## config.mk

```make
export PLATFORM = sky130hd
export DESIGN_NAME = idma_lane_buffer
export DESIGN_NICKNAME = d
export VERILOG_FILES = /design/src/rtl/idma_pkg.sv /design/src/rtl/idma_lane_fifo.sv /design/src/rtl/idma_lane_buffer.sv
export SDC_FILE = /design/constraint.sdc
export NUM_CORES = 1
export LEC_CHECK = 0
export ABC_AREA = 0
export CORE_MARGIN = 5
export CORE_UTILIZATION = 48
export DETAILED_ROUTE_END_ITERATION = 10
export PLACE_DENSITY = 0.74
export SLEW_MARGIN = 20
export SYNTH_ARGS = -nofsm -noshare
export SYNTH_HDL_FRONTEND = slang
export SYNTH_SLANG_ARGS = --single-unit
```

## constraint.sdc

```tcl
create_clock -name clk_i -period 1.8 [get_ports clk_i]
set_input_delay 0.18 -clock clk_i [delete_from_list [all_inputs] [get_ports clk_i]]
set_output_delay 0.18 -clock clk_i [all_outputs]
set_load 0.005 [all_outputs]
```

## src/rtl/idma_pkg.sv

```systemverilog
// Shared types and defaults for the iDMA lane buffer.
package idma_pkg;

    typedef logic [7:0] byte_t;

    localparam int unsigned IdmaLaneBufferDepth = 3;

    // Pointer width for a FIFO of the given depth; never less than one bit.
    function automatic int unsigned ptr_width(input int unsigned depth);
        return (depth > 1) ? $clog2(depth) : 1;
    endfunction

endpackage

```

## src/rtl/idma_lane_fifo.sv

```systemverilog
// Single-byte-wide FIFO for one lane of the iDMA lane buffer.
module idma_lane_fifo
    import idma_pkg::*;
#(
    parameter int unsigned Depth = IdmaLaneBufferDepth
) (
    input  logic  clk_i,
    input  logic  rst_ni,
    input  logic  clear_i,
    input  byte_t data_i,
    input  logic  valid_i,
    output logic  ready_o,
    output byte_t data_o,
    output logic  valid_o,
    input  logic  ready_i
);

    localparam int unsigned PtrWidth = ptr_width(Depth);
    localparam int unsigned CntWidth = $clog2(Depth + 1);
    localparam logic [PtrWidth-1:0] LastPtr  = PtrWidth'(Depth - 1);
    localparam logic [CntWidth-1:0] DepthCnt = CntWidth'(Depth);

    byte_t                mem_q [Depth];
    logic  [PtrWidth-1:0] wptr_q, wptr_d;
    logic  [PtrWidth-1:0] rptr_q, rptr_d;
    logic  [CntWidth-1:0] count_q, count_d;
    logic                 push, pop;

    assign ready_o = (count_q != DepthCnt);
    assign valid_o = (count_q != '0);
    assign data_o  = mem_q[rptr_q];
    assign push    = valid_i & ready_o;
    assign pop     = valid_o & ready_i;

    always_comb begin
        wptr_d  = wptr_q;
        rptr_d  = rptr_q;
        count_d = count_q;
        // Explicit wrap: Depth need not be a power of two.
        if (push) wptr_d = (wptr_q == LastPtr) ? '0 : wptr_q + PtrWidth'(1);
        if (pop)  rptr_d = (rptr_q == LastPtr) ? '0 : rptr_q + PtrWidth'(1);
        case ({push, pop})
            2'b10:   count_d = count_q + CntWidth'(1);
            2'b01:   count_d = count_q - CntWidth'(1);
            default: count_d = count_q;
        endcase
    end

    always_ff @(posedge clk_i) begin
        if (!rst_ni || clear_i) begin
            wptr_q  <= '0;
            rptr_q  <= '0;
            count_q <= '0;
        end else begin
            wptr_q  <= wptr_d;
            rptr_q  <= rptr_d;
            count_q <= count_d;
        end
    end

    // Storage is deliberately left unreset; stale bytes are hidden by valid_o.
    always_ff @(posedge clk_i) begin
        if (push) mem_q[wptr_q] <= data_i;
    end

endmodule

```

## src/rtl/idma_lane_buffer.sv

```systemverilog
// Per-byte-lane FIFO bank between the AXIS read task and the write task.
module idma_lane_buffer
    import idma_pkg::*;
#(
    parameter int unsigned StrbWidth = 16,
    parameter int unsigned Depth     = IdmaLaneBufferDepth,
    parameter type         strb_t    = logic [StrbWidth-1:0]
) (
    input  logic                  clk_i,
    input  logic                  rst_ni,
    input  logic                  clear_i,
    input  byte_t [StrbWidth-1:0] data_i,
    input  strb_t                 valid_i,
    output strb_t                 ready_o,
    output byte_t [StrbWidth-1:0] data_o,
    output strb_t                 valid_o,
    input  strb_t                 ready_i,
    output logic                  empty_o
);

    if (Depth < 2) begin : gen_depth_check
        $error("idma_lane_buffer: Depth must be at least 2");
    end
    if (StrbWidth < 1) begin : gen_width_check
        $error("idma_lane_buffer: StrbWidth must be at least 1");
    end

    for (genvar i = 0; i < StrbWidth; i++) begin : gen_lane
        idma_lane_fifo #(
            .Depth (Depth)
        ) u_fifo (
            .clk_i   (clk_i),
            .rst_ni  (rst_ni),
            .clear_i (clear_i),
            .data_i  (data_i[i]),
            .valid_i (valid_i[i]),
            .ready_o (ready_o[i]),
            .data_o  (data_o[i]),
            .valid_o (valid_o[i]),
            .ready_i (ready_i[i])
        );
    end

    // valid_o comes straight from registered counts, so this has no input path.
    assign empty_o = ~|valid_o;

endmodule

```

# [Yosys cells after proc, flatten, opt, wreduce, memory -nomap -nowiden]
# Memories as Yosys holds them, arrays and structs flattened. A register that Yosys moved wholly into a read port is not among the register bits.
# Index checks and enable logic that the tools add are counted.
[totals] reg_bits=96 ramBits=384 output_inout_bits=161 elab_cells=388 memories=16
[mem_list] name="gen_lane[0].u_fifo.mem_q" words=3 width=8 rd=1 rd_clocked_by_memory_dff=1 wr=1 line_no="idma_lane_fifo.sv:23" rtl="byte_t mem_q [Depth];"
[mem_list] name="gen_lane[10].u_fifo.mem_q" words=3 width=8 rd=1 rd_clocked_by_memory_dff=1 wr=1 line_no="idma_lane_fifo.sv:23"
[mem_list] name="gen_lane[11].u_fifo.mem_q" words=3 width=8 rd=1 rd_clocked_by_memory_dff=1 wr=1 line_no="idma_lane_fifo.sv:23"
[mem_list] name="gen_lane[12].u_fifo.mem_q" words=3 width=8 rd=1 rd_clocked_by_memory_dff=1 wr=1 line_no="idma_lane_fifo.sv:23"
[mem_list] name="gen_lane[13].u_fifo.mem_q" words=3 width=8 rd=1 rd_clocked_by_memory_dff=1 wr=1 line_no="idma_lane_fifo.sv:23"
[mem_list] name="gen_lane[14].u_fifo.mem_q" words=3 width=8 rd=1 rd_clocked_by_memory_dff=1 wr=1 line_no="idma_lane_fifo.sv:23"
[mem_list] name="10 more memories"
[classes] addsub=64 n_eq_ne=80 muxes=112 bitwise_logic=32 reduce_logical=36
[ops] cell="$mux W2" n=64
[ops] cell="$add A2 B1 Y2 const B" n=48
[ops] cell="$eq A2 B2 Y1 const B" n=48
[ops] cell="$pmux W2 S2" n=16
[ops] cell="$reduce_bool A2 Y1" n=32
[ops] cell="$and A1 B1 Y1" n=32
[ops] cell="$eq A2 B1 Y1 const B" n=16
[ops] cell="$mux W1" n=32
[ops] cell="$ne A2 B2 Y1 const B" n=16
[ops] cell="$sub A2 B1 Y2 const B" n=16
[ops] cell="$reduce_or A16 Y1" n=1
[ops] cell="$logic_not A1 Y1" n=2
[ops] cell="$logic_or A1 B1 Y1" n=1

# [Longest topological paths before layout]
# Gate-level depths: netlist of the first run.
[logic_depth] word_depth=4 ltp_mapped=7

# [Cells and area by module]
# Synthesis of the first run repeated with hierarchy kept, for this count alone.
[unflattened] cells_unflattened=1381 area_unflattened_um2=19472.4
[modules_own_cells] module="idma_lane_fifo" instances=16 cells_each=86 area_each_um2=1214.9 seq_area_each_um2=880.8
[modules_own_cells] module="idma_lane_buffer" instances=1 cells_each=5 area_each_um2=33.8 seq_area_each_um2=0.0

# [Least setup slack after synthesis of the first run]
# No wires, ideal clock.
[synth_timing] kind="flip-flop to flip-flop" startpoint="register gen_lane[11].u_fifo.count_q[0]" endpoint="memory gen_lane[11].u_fifo.mem_q[2][0] (netlist name) (enable)" t_arrival_ps=1373 required_ps=1415 setup_slack_ps=42 stages_incl_launch_ff=4 period_less_slack_ps=1758 path_cell_list="dfxtp_1 > buf_4 > a21bo_2 > nor3b_1"
[synth_between] elab_chain_cells=4
[synth_rtl] item="start, declared" line_no="idma_lane_fifo.sv:26" rtl="logic [CntWidth-1:0] count_q, count_d;"
[synth_rtl] item="start signal, assigned" line_no="idma_lane_fifo.sv:57" rtl="count_q <= count_d;"
[synth_rtl] item="$ne A2 B2 Y1" line_no="idma_lane_fifo.sv:29" rtl="assign ready_o = (count_q != DepthCnt);"
[synth_rtl] item="$and A1 B1 Y1" line_no="idma_lane_fifo.sv:32" rtl="assign push = valid_i & ready_o;"
[synth_rtl] item="$mux W1" line_no="idma_lane_fifo.sv:63" rtl="if (push) mem_q[wptr_q] <= data_i;"
[synth_rtl] item="$mux W1 (not written as such)" line_no="idma_lane_fifo.sv:63"
[synth_rtl] item="end, declared" line_no="idma_lane_fifo.sv:23"
# Every way passes these cells.

# [Final worst setup path of the first run]
[layout_timing] startpoint="register gen_lane[2].u_fifo.count_q[1]" endpoint="output port empty_o"
[layout_between] elab_chain_cells=3
[layout_rtl] item="start, declared" line_no="idma_lane_fifo.sv:26"
[layout_rtl] item="start signal, assigned" line_no="idma_lane_fifo.sv:57"
[layout_rtl] item="$reduce_bool A2 Y1" line_no="idma_lane_fifo.sv:30" rtl="assign valid_o = (count_q != '0);"
[layout_rtl] item="$reduce_or A16 Y1" line_no="idma_lane_buffer.sv:45" rtl="assign empty_o = ~|valid_o;"
[layout_rtl] item="$logic_not A1 Y1" line_no="idma_lane_buffer.sv:45"
[layout_rtl] item="end, declared" line_no="idma_lane_buffer.sv:18" rtl="output logic empty_o"
# Every way passes these cells.

==> results of run 1 <==
-- routing by layer --
layer	vias up	GRT usage (%)
li1	6055	-
met1	5917	22.0
met2	327	34.0
met3	63	5.71
met4	8	5.33
met5	-	0
-- final cells by class --
| type | count | share of cell area, % |
|---|---|---|
| diodes | 3 | 0.0284 |
| clock buffers | 72 | 5.62 |
| clock inverters | 23 | 1.03 |
| inverters | 16 | 0.227 |
| multi-input cells | 785 | 20.3 |
| flip-flops and latches | 512 | 53.6 |
| well taps | 532 | 2.51 |
| repair buffers | 513 | 16.6 |
-- worst paths after layout --
path,startpoint,end,depth (start not counted)
min reg2reg,gen_lane[12].u_fifo.rptr_q[0],flop,2
max,gen_lane[2].u_fifo.count_q[1],empty_o,4
max reg2reg,gen_lane[2].u_fifo.count_q[1],gen_lane[2].u_fifo.count_q[1],7
min,data_i[108],gen_lane[13].u_fifo.mem_q[2][4],1
-- timing repair --
item                       in CTS  in global routing
gates resized for setup       576                132
pin swaps                      40                 37
buffers inserted               37                 10
setup endpoints to repair     161                107
cloned                          0                  0
-- placed cells by master (no fill, tap or decap), drive strengths merged --
| master | Yosys | layout |
|---|---|---|
| dlygate4sd2 | 0 | 29 |
| o21ai | 160 | 160 |
| inv | 16 | 18 |
| ha | 16 | 16 |
| clkbuf | 20 | 102 |
| clkdlybuf4s15 | 0 | 36 |
| clkinvlp | 0 | 1 |
| nor4 | 8 | 8 |
| or3b | 11 | 11 |
| nor3 | 16 | 16 |
| nand2b | 1 | 1 |
| o21a | 28 | 28 |
| a21oi | 43 | 43 |
| diode | 0 | 3 |
| mux2i | 137 | 137 |
| nand2 | 171 | 171 |
| nor2b | 14 | 14 |
| dfxtp | 128 | 128 |
| clkinv | 0 | 14 |
| xor2 | 16 | 16 |
| xnor2 | 16 | 16 |
| and2 | 28 | 28 |
| or2 | 16 | 16 |
| nand4 | 2 | 2 |
| nor2 | 26 | 26 |
| a21bo | 16 | 16 |
| edfxtp | 384 | 384 |
| bufinv | 0 | 6 |
| clkdlybuf4s50 | 0 | 162 |
| or3 | 32 | 32 |
| buf | 71 | 256 |
| nor3b | 28 | 28 |
-- state kept, by name (all words and copies together) (netlist names), named ones only --
register,flops
gen_lane.u_fifo.mem_q,384
gen_lane.u_fifo.wptr_q,32
gen_lane.u_fifo.count_q,32
gen_lane.u_fifo.rptr_q,32
-- report_power, final --
group | switching (W) | total (W) | internal, W
sequential | 0.000142 | 0.0132 | 0.0130
clock | 0.00421 | 0.0108 | 0.00662
combinational | 0.000963 | 0.00212 | 0.00115
total | 0.00532 | 0.0261 | 0.0208
-- per-stage QoR --
stage | power, W | TNS (ps) | utilization (%) | cells
after floorplan | 0.0143 | 0 | - | 1404
after global placement | 0.0156 | -403 | 59.7 | 2320
after detailed placement | 0.0157 | -384 | 59.7 | 2320
after CTS | 0.0264 | -1840 | 64.7 | 2451
after global routing | 0.0271 | -1350 | 64.5 | 2455
final | 0.0261 | -199 | 64.6 | 2456
-- worst max-delay path: stages (launching register included) --
cell and delay [ps]:
dfxtp_2 340, nor4_4 350, nand4_1 230, nor2_2 180, buf_6 130
-- cells by family (layout without fill, tap and decap cells) --
kind of cell             after synthesis  after routing
flip-flops                           512            512
AND/OR/NAND/NOR                      353            353
AO/OA/AOI/OAI                        247            247
multiplexers                         137            137
buffers and inverters                107            624
XOR/XNOR                              32             32
adder cells (fa/ha/maj)               16             16
other                                  0              3
==> metrics.md, run 1 <==
| Metric | Value |
|---|---|
| Status | finished with violations |
| Failing checks | negative setup slack |
| Hold_buf cts | 0 |
| Max-Cap Viols | 0 |
| Largest family of logic cells by synthesized area | simple AND/OR/NAND/NOR gates |
| Internal reg-to-reg setup slack | around 120 ps |
| Mux cell area share after synthesis | between 6 and 7% |
| Met1 WL | approximately 17,000 um |
| Crit Path Max Fanout | 2 |
| Most common cell in the netlist | edfxtp_1 |
| Met3 WL | between 3000 and 4000 um |
| Seq cells post-synth | approximately 510 |
| Final wirelength | between 40,000 and 50,000 um |
| Cell row count | 74 |
| First-pass GRT wire length | ~68,000 um |
| Endpoints failing setup | 3 |
| Vias per Instance | ~5 |
| Post-Synth Adder-Cell Area | 1.00% |
| Worst setup slack after placement | -384 ps |
| Chip Height | 214 um |
| Area leader, netlist | edfxtp_1 |
| Max Clock Skew | ~14 ps |
| CP Data Required Time | between 1500 and 2000 ps |
| Io pins | roughly 320 |
| XOR/XNOR Fraction of Synth Area | 1.40% |
| Hpwl dp | ~31,000 um |
| Root Buffer | clkbuf_16 |
| Syn Nets | between 1,500 and 2,000 |
| Initial Utilization | between 40% and 50% |
| Period utilisation layout | 109% |
| DIE WIDTH | ~210 um |
| Slew @ Worst Pin | 433 ps |
| Final worst slack | -171 ps |
| Clock Latency Late Sink | about 560 ps |
| Pin count of the biggest net entering global routing | 30 |
| Fmax achieved | roughly 0.5 GHz |
| Met2 WL | between 20,000 and 25,000 um |
| Post-Synthesis Cells | roughly 1,400 |
| Leakage | 9.51 nW |
| TritonCTS clock tree | done |
| Synth cell types | 33 |
| Hold WS | about 220 ps |
| Footprint of the multi-input gates | between 0.005 and 0.006 mm^2 |
| Layout Nets | roughly 2,000 |
| Fin area | 0.0265 mm^2 |
| TritonRoute pass-1 iters | 5 |
| Synth cell count leaders | edfxtp_1 (384), nand2_1 (171), o21ai_0 (144) |
| Reg area | between 0.01 and 0.015 mm^2 |
| Port buffer count | 323 |
| Final-report max-slew violation count | 0 |
| Worst IR Drop VDD | between 0.0009 and 0.001 V |
| Antenna viol nets, final | 0 |
| H-tree Lvls | 2 |
| Iter 0 DRT Violations | roughly 580 |
| Highest metal used | met5 |
| Critical Path Source Type | flop |
| CP Data Arrival Time | roughly 1800 ps |
| Simple-Gate Fraction of Synth Area | 9.51% |
| Clock tree buffer depth | 3 |
| Fill cells | between 2,000 and 3,000 |
| Post-layout min period | between 1500 and 2000 ps |
| Post-synth EDFFs | 384 |
| Routability cong. | between 0.7 and 0.8 |
| RSZ-0062 raised after global routing | true |
| Vias in the first global route | approximately 13,000 |
| Mapped Avg Cell Area | between 10 and 15 um^2 |
| Share of flip-flops with an asynchronous set or reset | 0% |
| Detailed-route DRC error count | 0 |
| Compound-Gate Fraction of Synth Area | 7.51% |
| Power per cell area | approximately 990 mW/mm^2 |
| Tightest Hold Check Type | primary input to flop |
| CTS Buf Count | 51 |
| Area grow syn2layout | 32.7% |
| Headroom to the max-slew limit | between 70% and 80% |
| Die Area | 0.0457 mm^2 |
| Final Hold Fails | 0 |
| Setup CP Type | flop to output port |
| Initial antenna violation count | 7 |
| Ys flop type | edfxtp_1 |
| Syn Std Cell Area | roughly 0.020 mm^2 |
| Seq/Total Area, Yosys | between 70 and 80% |
| CP Capture Type | output port |
| Clock transition at path regs | 60 ps |
| Vias after detailed routing | 12,400 |
| Area after DPL | about 0.025 mm^2 |
| Area contributors post-synth | edfxtp_1 (58%), dfxtp_1 (13%), mux2i_1 (6.9%) |
| Grt total ovfl | 0 |
| Share of cells above drive strength 1 | a little over a quarter |
| Synth Warn # | 0 |
| Core Region | 0.0410 mm^2 |
| Clock sink total | 512 |
| GRT Total Usage | about a fifth |
| Synth top area share | just under 60% |
| Average wire per standard cell | 17.9 um |
(Power assumes the default switching activity.)
==> run 2, diff against run 1 <==
--- a/config.mk
+++ b/config.mk
@@ -10,6 +10,7 @@
 export CORE_UTILIZATION = 48
 export DETAILED_ROUTE_END_ITERATION = 10
 export PLACE_DENSITY = 0.74
+export SKIP_CTS_REPAIR_TIMING = 1
 export SLEW_MARGIN = 20
 export SYNTH_ARGS = -nofsm -noshare
 export SYNTH_HDL_FRONTEND = slang
==> metrics.md, run 2 (synthesis gave the netlist of run 1 again) <==
| Metric | Value |
|---|---|
| Critical path launch point | gen_lane[2].u_fifo.count_q[1] |
| HP Start | data_i[108] |
| Fmax achieved | 0.492 GHz |
| Io pins | 324 |
| Port buffer count | about 320 |
| CP Cell Sequence | nor4_4 > nand4_1 > nor2_2 > buf_2 |
| Cell depth of the worst flop-to-flop path | 6 |
| Footprint of the multi-input gates | between 0.005 and 0.006 mm^2 |
| DIE WIDTH | about 210 um |
| GRT Total Usage | a little under a fifth |
| Hpwl dp | around 31,000 um |
| Clock sink total | a little over 500 |
| Chip Height | 214 um |
| Iter 0 DRT Violations | roughly 600 |
| Vias in the first global route | about 13,000 |
| Period utilisation layout | 113% |
| TritonCTS clock tree | done |
| Final setup TNS | -295 ps |
| CTS Buf Count | just over 50 |
| Cell row count | 74 |
| Max incr delay on CP | between 300 and 400 ps |
| Clock transition at path regs | ~60 ps |
| Share of cells above drive strength 1 | 21.5% |
| Vias after detailed routing | roughly 12,000 |
| Reg2reg start | gen_lane[15].u_fifo.count_q[0] |
| Reg area | 0.0142 mm^2 |
| Internal power | around 0.021 W |
| Initial Utilization | approximately half |
| Setup CP Type | flop to output port |
| Fin area | 0.0270 mm^2 |
| Final wirelength | between 40,000 and 50,000 um |
| Worst IR Drop VDD | 0.000966 V |
| Headroom to the max-slew limit | a little over two thirds |
| Average wire per standard cell | ~18 um |
| Grt total ovfl | 0 |
| Clock tree buffer depth | 3 |
| Power, Total | 0.0262 W |
| TritonRoute pass-1 iters | 5 |
| Routability cong. | slightly below 0.8 |
| Tightest Hold Check Type | primary input to flop |
| Slowest stage cell on the critical path | nor4_4 |
| Final Hold Fails | 0 |
| Combinational share of power | approximately 8.3% |
| Final-report max-slew violation count | 0 |
| Internal reg-to-reg setup slack | ~120 ps |
| Reg2reg end | gen_lane[15].u_fifo.count_q[1] |
| Dpl cells | between 2,000 and 2,500 |
| Clock Latency Late Sink | 560 ps |
| Post-layout min period | 2030 ps |
| Max-Cap Viols | 0 |
| Slew @ Worst Pin | 437 ps |
| Power per cell area | 971 mW/mm^2 |
| Leakage | 10.6 nW |
| Status | finished with violations |
| Final cell count without fillers | roughly 2,400 |
| H-tree Lvls | 2 |
| Area grow syn2layout | 35.2% |
| Max reg flops | 384 |
| Crit Path Max Fanout | 2 |
| Leading cell type in the layout, fill and taps excluded | edfxtp_1 |
| Die Area | ~0.046 mm^2 |
| Hold endpoint | gen_lane[13].u_fifo.mem_q[2][4] |
| Endpoints failing setup | 2 |
| Antenna viol nets, final | 0 |
| Detailed-route DRC error count | 0 |
| CP Capture Type | output port |
| First-pass GRT wire length | 66,800 um |
| Vias per Instance | approximately 5.0 |
| Commonest cells after routing, fill and taps aside | edfxtp_1 (384), nand2_1 (171), clkdlybuf4s50_1 (162) |
| Layout Nets | about 2,000 |
| Root Buffer | clkbuf_16 |
| Final worst slack | -231 ps |
| RSZ-0062 raised after global routing | true |
| Hold path depth | 1 |
| Max Clock Skew | about 17 ps |
| Sw power | about 0.0053 W |
| Clk pwr share | roughly two fifths |
| Initial antenna violation count | 6 |
| Worst setup slack after placement | -384 ps |
| Area after DPL | approximately 0.025 mm^2 |
| Core Region | approximately 0.041 mm^2 |
| Critical Path Source Type | flop |
| CP Data Required Time | around 1600 ps |
| Net Sw Frac | between 20% and 30% |
| Pin count of the biggest net entering global routing | 30 |
| Reg with most FFs | gen_lane.u_fifo.mem_q |
| Failing checks | negative setup slack |
| CP Data Arrival Time | ~1900 ps |
| Fill cells | about 2,900 |
| Reg power frac | between 50% and 60% |
[run 2: cell count changes in the layout (fill, tap and decap cells not counted), sizes merged]
cell           previous run  this run
clkbuf                  102        82
clkdlybuf4s15            36         0
dlymetal6s2s              0       142
dlygate4sd2              29         0
buf                     256       183
[run 2: layout make-up]
class                           instances  share of cell area [%]
Inverter                               16                   0.223
Clock buffer                           72                    5.51
Antenna cell                            3                  0.0278
Sequential cell                       512                    52.6
Clock inverter                         23                    1.02
Multi-Input combinational cell        785                    19.9
Tap cell                              532                    2.47
Timing Repair Buffer                  497                    18.3
[run 2: routing by layer]
metal	global-route usage, %	share of wire [%]	vias to the layer above
li1	-	-	6016
met1	21.5	38	5900
met2	33.1	52	322
met3	5.71	7.7	54
met4	5.18	1.7	8
met5	0	0.13	-
[run 2: power groups by stage]
stage / combinational [W] / clock [W] / sequential (W)
detailed placement: 0.00221 / 0 / 0.0134
CTS: 0.00223 / 0.0111 / 0.0132
global route: 0.00237 / 0.0116 / 0.0132
global placement: 0.00216 / 0 / 0.0134
floorplan: 0.000884 / 0 / 0.0134
finish: 0.00218 / 0.0108 / 0.0132
[run 2: metrics by stage]
step	hold slack [ps]	util, %
6_report	213	65.8
5_1_grt	194	65.8
4_1_cts	173	64.0
3_5_place_dp	479	59.7
3_3_place_gp	466	59.7
2_1_floorplan	279	-
[run 2: worst max-delay path by stage]
stage | endpoint | slack [ps] | cells past startpoint
after floorplan | gen_lane[11].u_fifo.mem_q[2][0] | 40 | 3
after global placement | empty_o | -400 | 4
after detailed placement | empty_o | -380 | 4
after CTS | empty_o | -1010 | 4
after global routing | empty_o | -370 | 4
final | empty_o | -230 | 4
[run 2: worst max-delay path: cells and delay by family (launching register included)]
kind / cells / cell delay, ps
flops: 1 / 340
buf+inv: 1 / 170
simple gates: 3 / 780
